## src/rtl/clock_mode_ctrl.sv

```systemverilog
// Timekeeping and set-mode controller: keeps HH:MM:SS, advances on the 1 Hz tick,
// edits fields from button pulses and blanks the hour display while editing.
module clock_mode_ctrl #(
  parameter int unsigned BLINK_CYCLES = 25000000
) (
  input  logic       clk,
  input  logic       reset_n,
  input  logic       tick1Hz,
  input  logic       btnMode,
  input  logic       btnSet,
  input  logic       btnUp,
  input  logic       toggleAP,
  input  logic       toggleLZ,
  output logic [6:0] finalHH,
  output logic [6:0] finalMM,
  output logic [6:0] finalSS,
  output logic       showAP,
  output logic       leadingZero,
  output logic [1:0] editField
);

  localparam int unsigned CW = (BLINK_CYCLES > 2) ? $clog2(BLINK_CYCLES) : 1;
  localparam logic [CW-1:0] BLINK_LAST = CW'(BLINK_CYCLES - 1);

  typedef enum logic [1:0] {
    RUN    = 2'd0,
    SET_HH = 2'd1,
    SET_MM = 2'd2,
    SET_SS = 2'd3
  } modeState_t;

  modeState_t state, stateNext;

  logic [4:0]    hours;
  logic [5:0]    minutes;
  logic [5:0]    seconds;
  logic [CW-1:0] blinkCnt;
  logic          blinkHidden;
  logic          upAccept;

  always_ff @(posedge clk) begin
    if (!reset_n) state <= RUN;
    else          state <= stateNext;
  end

  always_comb begin
    stateNext = state;
    if (btnSet && state != RUN) begin
      stateNext = RUN;
    end else if (btnMode) begin
      case (state)
        RUN:     stateNext = SET_HH;
        SET_HH:  stateNext = SET_MM;
        SET_MM:  stateNext = SET_SS;
        SET_SS:  stateNext = RUN;
        default: stateNext = RUN;
      endcase
    end
  end

  // A btnUp only counts when the state stays put, so a mode change drops it.
  assign upAccept = btnUp && (state != RUN) && (stateNext == state);

  always_ff @(posedge clk) begin
    if (!reset_n) begin
      hours   <= '0;
      minutes <= '0;
      seconds <= '0;
    end else if (state == RUN) begin
      if (tick1Hz) begin
        if (seconds == 6'd59) begin
          seconds <= '0;
          if (minutes == 6'd59) begin
            minutes <= '0;
            hours   <= (hours == 5'd23) ? '0 : hours + 5'd1;
          end else begin
            minutes <= minutes + 6'd1;
          end
        end else begin
          seconds <= seconds + 6'd1;
        end
      end
    end else if (upAccept) begin
      case (state)
        SET_HH:  hours   <= (hours == 5'd23)   ? '0 : hours + 5'd1;
        SET_MM:  minutes <= (minutes == 6'd59) ? '0 : minutes + 6'd1;
        SET_SS:  seconds <= (seconds == 6'd59) ? '0 : seconds + 6'd1;
        default: ;
      endcase
    end
  end

  // Blink restarts visible on entry to any edit state and after each accepted increment.
  always_ff @(posedge clk) begin
    if (!reset_n || stateNext == RUN) begin
      blinkCnt    <= '0;
      blinkHidden <= 1'b0;
    end else if (stateNext != state || upAccept) begin
      blinkCnt    <= '0;
      blinkHidden <= 1'b0;
    end else if (blinkCnt == BLINK_LAST) begin
      blinkCnt    <= '0;
      blinkHidden <= ~blinkHidden;
    end else begin
      blinkCnt <= blinkCnt + CW'(1);
    end
  end

  always_ff @(posedge clk) begin
    if (!reset_n) begin
      showAP      <= 1'b0;
      leadingZero <= 1'b0;
    end else begin
      if (toggleAP) showAP      <= ~showAP;
      if (toggleLZ) leadingZero <= ~leadingZero;
    end
  end

  always_comb begin
    finalHH   = {2'b00, hours};
    if (state != RUN && blinkHidden) finalHH = '1;
    finalMM   = {1'b0, minutes};
    finalSS   = {1'b0, seconds};
    editField = state;
  end

endmodule
```

## config.mk

```make
export PLATFORM = sky130hd
export DESIGN_NAME = clock_mode_ctrl
export DESIGN_NICKNAME = d
export VERILOG_FILES = /design/src/rtl/clock_mode_ctrl.sv
export SDC_FILE = /design/constraint.sdc
export NUM_CORES = 1
export LEC_CHECK = 0
export CAP_MARGIN = 10
export CORE_MARGIN = 2
export CORE_UTILIZATION = 40
export DETAILED_ROUTE_END_ITERATION = 10
export GPL_TIMING_DRIVEN = 0
export PLACE_DENSITY_LB_ADDON = 0.1
export SLEW_MARGIN = 10
export SYNTH_ARGS = -nofsm -noshare
export SYNTH_HDL_FRONTEND = slang
export SYNTH_SLANG_ARGS = --single-unit
```

## constraint.sdc

```tcl
create_clock -name clk -period 2.67 [get_ports clk]
set_input_delay 0.6675 -clock clk [delete_from_list [all_inputs] [get_ports clk]]
set_output_delay 0.6675 -clock clk [all_outputs]
set_load 0.02 [all_outputs]
```

Word level (Yosys, flattened, before mapping)
Cells that the tools add are included.
{ "totals": {"out_inout_bits": 25, "wordCells": 68, "ff_bits": 47, "inputBits": 8} }
{ "op_classes": {"reduce_logical": 19, "n_addsub": 4, "n_mux": 22, "n_eq_ne": 12, "bitwise": 3} }
{ "ops": {"columns": ["op", "n"], "rows": [
  ["$mux W6", 11],
  ["$mux W5", 7],
  ["$add A25 B1 Y25 const B", 1],
  ["$eq A25 B25 Y1 const B", 1],
  ["$add A6 B1 Y6 const B", 2],
  ["$eq A6 B6 Y1 const B", 2],
  ["$reduce_bool A2 Y1", 5],
  ["$pmux W2 S4", 1],
  ["$mux W7", 1],
  ["$add A5 B1 Y5 const B", 1],
  ["$eq A5 B5 Y1 const B", 1],
  ["$reduce_and A5 Y1", 1],
  ["$eq A2 B2 Y1 const B", 2],
  ["$logic_and A1 B1 Y1", 4],
  ["$logic_not A2 Y1", 2],
  ["$mux W2", 2],
  ["$ne A2 B1 Y1 const B", 2],
  ["$reduce_and A4 Y1", 1],
  ["$not A1 Y1", 3],
  ["$reduce_and A3 Y1", 1],
  ["$reduce_or A3 Y1", 1],
  ["$eq A2 B1 Y1 const B", 1],
  ["$eq A2 B2 Y1", 1],
  ["$logic_or A1 B1 Y1", 2],
  ["other kinds (4)", 4]
]} }

Depth between registers and ports, before layout
Gate-level depths: netlist (run 1).
{ "logic_depth": {"depth_word": 8, "depth_mapped": 9} }

Least setup slack after synthesis (run 1)
Ideal clock, no wire load.
{ "synth_timing": {"kind": "reg2reg", "from": "register state[0] (netlist: editField[0])", "to": "register minutes[3]", "setup_ps": 70, "n_path_buf": 1, "stages_incl_launch_ff": 9, "setup_slack_ps": 455, "synth_period_minus_slack_ps": 2215, "arrival_time_ps": 2145, "cell_sequence": "dfxtp_1 inv_1 ha_1 or4b_4 o21ai_2 a32oi_1 buf_6 or3_1 a21oi_1"} }
{ "synth_via": {"elab_chain_len": 8, "word_cells_on_any_way": 18, "classes_between": "eq/ne (6); mux (4); reduce/logical (8)"} }
{ "synth_rtl": {"columns": ["element", "line_no", "source"], "rows": [
  ["from (decl)", "32", "modeState_t state, stateNext;"],
  ["from (signal assigned)", "43", "else state <= stateNext;"],
  ["$eq A2 B2 Y1, or another cell as far along", "51", "case (state)"],
  ["$pmux W2 S4", "51", null],
  ["$mux W2", "50", "end else if (btnMode) begin"],
  ["$mux W2", "48", "if (btnSet && state != RUN) begin"],
  ["$eq A2 B2 Y1", "62", "assign upAccept = btnUp && (state != RUN) && (stateNext == state);"],
  ["$logic_and A1 B1 Y1", "62", null],
  ["$reduce_bool A2 Y1 (no line)", null, null],
  ["$reduce_and A4 Y1 (no line)", null, null],
  ["to (signal assigned)", "77", "minutes <= minutes + 6'd1;"],
  ["to (signal assigned)", "86", "SET_MM: minutes <= (minutes == 6'd59) ? '0 : minutes + 6'd1;"],
  ["to (decl)", "35", "logic [5:0] minutes;"]
]} }
Parallel ways exist; a longest one is shown, timed or not.
A chain may end at the register's enable or synchronous reset.

Final worst setup path (run 1)
{ "layout_timing": {"from": "register state[0] (netlist: editField[0])", "to": "output finalHH[6]"} }
{ "layout_via": {"elab_chain_len": 3} }
{ "layout_rtl": {"columns": ["element", "line_no", "source"], "rows": [
  ["$reduce_bool A2 Y1", "121", "if (state != RUN && blinkHidden) finalHH = '1;"],
  ["$logic_and A1 B1 Y1", "121", null],
  ["$mux W7", "121", null],
  ["to (decl)", "14", "output logic [6:0] finalHH,"]
]} }
No other way between the ends.

==> results of run 1 <==
==> registers in the layout, summed over array words and instances, names as in the netlist <==
signal,count
showAP,1
blinkCnt,25
leadingZero,1
hours,5
minutes,6
blinkHidden,1
editField,2
seconds,6
==> worst min-delay path by stage <==
stage                        endpoint  slack (ps)  cells past startpoint
5_1_grt        blinkCnt[0]$_SDFF_PP0_         520                      1
3_3_place_gp   blinkCnt[0]$_SDFF_PP0_         460                      1
3_5_place_dp   blinkCnt[0]$_SDFF_PP0_         470                      1
4_1_cts        blinkCnt[0]$_SDFF_PP0_         490                      1
6_report        hours[4]$_SDFFE_PN0P_         480                      2
2_1_floorplan  blinkCnt[0]$_SDFF_PP0_         440                      1
==> per-layer routing <==
metal	global-route usage	share of wire	wire, µm
met5	0	0	0
met2	0.232	0.42	1830
met4	0.0610	0.015	67
met3	0.0348	0.035	154
met1	0.215	0.53	2360
==> cells in the final DEF (no fill, tap or decap), types with 2 or more instances in the layout <==
cell type	instances
nor2_1	47
dfxtp_1	45
clkdlybuf4s50_1	23
nand3_1	19
xor2_1	18
nand2_1	17
xnor2_1	9
nand4_1	9
nand2b_1	8
mux2i_1	8
a21oi_1	8
inv_1	7
o21ai_0	7
ha_1	7
dlymetal6s2s_1	6
clkbuf_8	5
and3_1	4
nor3_1	4
or3_1	4
and2b_2	3
and4_1	3
buf_2	3
clkbuf_1	3
nor2b_1	3
buf_4	3
nor4_1	2
nand3b_1	2
nor3b_1	2
buf_6	2
nor3_2	2
conb_1	2
dfxtp_2	2
==> kinds of logic (layout without fill, tap and decap cells) <==
logic type / count (synthesis) / count (layout) / share of synthesized area
XOR/XNOR: 27 / 27 / 0.102
AND/OR/NAND/NOR: 137 / 137 / 0.307
multiplexers: 8 / 8 / 0.0346
buffers and inverters: 18 / 54 / 0.0427
adder cells (fa/ha/maj): 7 / 7 / 0.0378
flip-flops: 47 / 47 / 0.406
AO/OA/AOI/OAI: 24 / 24 / 0.0680
other: 1 / 2 / 0.00162
==> area by class of cell <==
class,instances,area [µm²],area share
plain buffers,11,72.6,0.0259
well taps,72,90.1,0.0321
multi-input cells,205,1280,0.458
repair buffers,30,314,0.112
clock buffers,6,72.6,0.0259
inverters,7,26.3,0.00937
flip-flops and latches,47,943,0.337
==> power by group through the flow <==
stage               sequential (mW)  clock (mW)  combinational, mW
finish                        0.730       0.389              0.160
global placement              0.746           0              0.160
floorplan                     0.756           0             0.0930
global route                  0.733       0.433              0.179
CTS                           0.730       0.413              0.161
detailed placement            0.746           0              0.160
==> synth_stat cells (3+ instances only) <==
cell,number
nand3_1,19
nand4_1,9
and3_1,4
xnor2_1,9
and4_1,3
nor2b_1,3
a21oi_1,8
or3_1,4
dfxtp_1,47
ha_1,7
nand2_1,17
inv_1,7
nor2_1,47
o21ai_0,7
and2b_2,3
nor3_1,4
xor2_1,18
buf_4,3
mux2i_1,8
buf_2,3
nand2b_1,9
==> tightest hold or removal path: cells and delay by family (launching register included) <==
family	cells	cell delay (ps)
DFF	1	330
and+or+nand+nor	1	60
muxes	1	50
==> per-stage QoR <==
stage                     hold slack [ps]  power (mW)
after global routing                  517        1.34
after detailed placement              469       0.906
after floorplan                       442       0.849
after CTS                             492        1.30
after global placement                462       0.907
final                                 485        1.28
==> timing repair <==
item	in CTS	in global routing
hold buffers	0	0
resized for setup	4	6
endpoints found under the setup margin	7	6
==> impl_metrics.env, run 1 <==
export IMPL_setup_viol=0
export IMPL_grt_max_degree=13
export IMPL_clk_pin_slew_ps=80
export IMPL_tns_ps=0
export IMPL_cts_tree="built"
export IMPL_synth_largest_area_cell="dfxtp_1"
export IMPL_p_switching_uw=315
export IMPL_synth_seq_cells=47
export IMPL_wirelength_mm=4.41
export IMPL_clkSinkCount=47
export IMPL_clkLatencyLatePin_ps=290
export IMPL_ioPinCount=33
export IMPL_n_antenna_cell=0
export IMPL_pwr_share_clk=0.304
export IMPL_crit_top_cell="inv_1"
export IMPL_io_buffers=30
export IMPL_fin_ws_ps=223
export IMPL_p_comb_frac=0.125
export IMPL_dp_final_hpwl_mm=3.23
export IMPL_syn_avg_cell_area_um2=8.61
export IMPL_syn2layout_area_growth_pct=21.0
export IMPL_startpoint="editField[0]$_SDFF_PN0_"
export IMPL_period_share=0.916
export IMPL_fin_skew_ps=4.03
export IMPL_drv_cap=0
export IMPL_synth_top_area_frac=0.406
export IMPL_cp_slowest_cell="dfxtp_2"
export IMPL_antenna_found_initial=0
export IMPL_fin_area_um2=2800
export IMPL_reg2reg_to="blinkCnt[3]$_SDFF_PP0_"
export IMPL_finalCriticalPeriod_ps=2450
export IMPL_dr_total_vias=1857
export IMPL_worst_path_max_fanout=7
export IMPL_dr_pass1_iters=4
export IMPL_crit_end="finalHH[6]"
export IMPL_cp_top_family="buffers and inverters"
export IMPL_wire_per_inst_um=11.7
export IMPL_max_stage_delay_ps=400
export IMPL_grt_util_all_layers=0.155
export IMPL_ant_nets=0
export IMPL_relSlewSlack=0.448
export IMPL_grt_pass1_vias=1726
export IMPL_synthTopCellsByArea="dfxtp_1, nor2_1, xor2_1"
export IMPL_seq_area_frac_synth=0.406
export IMPL_min_delay_start="hours[4]$_SDFFE_PN0P_"
export IMPL_grt_first_pass_wirelength_mm=7.82
export IMPL_seqPwrFrac=0.571
export IMPL_yosys_cell_types_count=45
export IMPL_switching_share=0.247
export IMPL_overflow=0
export IMPL_drt_iter0_markers=67
export IMPL_cp_start_kind="register"
export IMPL_fmax_mhz=409
export IMPL_p_int_uw=964
export IMPL_fin_util=0.506
export IMPL_rsz0062_at_grt="false"
export IMPL_layout_drive_gt1_share=0.0948
export IMPL_viasPerCell=4.91
export IMPL_yosys_warnings=0
export IMPL_cp_num_buf_inv=4
export IMPL_fillers=560
export IMPL_synth_cells=269
export IMPL_crit_chain="inv_1, ha_1, nand2b_2, inv_1, buf_4, dlygate4sd2_1"
export IMPL_pwr_density_cell_nw_per_um2=456
export IMPL_post_place_ws_ps=-0.386
export IMPL_cts_path_max_buffers=2
export IMPL_crit_path_end_kind="output port"
export IMPL_place_gp_congestion=0.785
export IMPL_die_x_um=80.1
export IMPL_stdcell_count=378
export IMPL_start_util=0.418
export IMPL_synth_ff_type="dfxtp_1"
export IMPL_layout_nets=322
export IMPL_cts_made_buffers=5
export IMPL_r2r_cells=9
export IMPL_place_area_um2=2710
export IMPL_core_um2=5540
export IMPL_rrSetupSlack_ps=480
export IMPL_hold_viol=0
export IMPL_num_rows=27
export IMPL_drc=0
export IMPL_dieHeight_um=80.1
export IMPL_cp_num_cells=6
export IMPL_peakVddDrop_mv=0.252
export IMPL_timing_rr_start="editField[0]$_SDFF_PN0_"
export IMPL_root_buffer="clkbuf_8"
export IMPL_netlist_area_um2=2320
export IMPL_crit_type="register to output port"
export IMPL_leakagePower_nw=1.12
export IMPL_critPathArrivalTime_ps=1780
export IMPL_dpl_cell_count=372
export IMPL_dieArea_um2=6420
export IMPL_synth_edf_count=0
export IMPL_cts_setup_buffers=0
export IMPL_crit_required_ps=2000
export IMPL_hold_path_class="register to register"
export IMPL_tightestPinTransition_ps=821
export IMPL_status="finished clean"
export IMPL_htree_levels=2
export IMPL_maxSlewViolCount=0
export IMPL_async_flop_share=0
(Power assumes the default switching activity.)
==> inputs of run 2 (changes only) <==
--- a/config.mk
+++ b/config.mk
@@ -10,6 +10,7 @@
 export CORE_UTILIZATION = 40
 export DETAILED_ROUTE_END_ITERATION = 10
 export GPL_TIMING_DRIVEN = 0
+export HOLD_SLACK_MARGIN = 0.02
 export PLACE_DENSITY_LB_ADDON = 0.1
 export SLEW_MARGIN = 10
 export SYNTH_ARGS = -nofsm -noshare
==> results of run 2 <==
Final layout, timing and power as in run 1 (identical DEF).
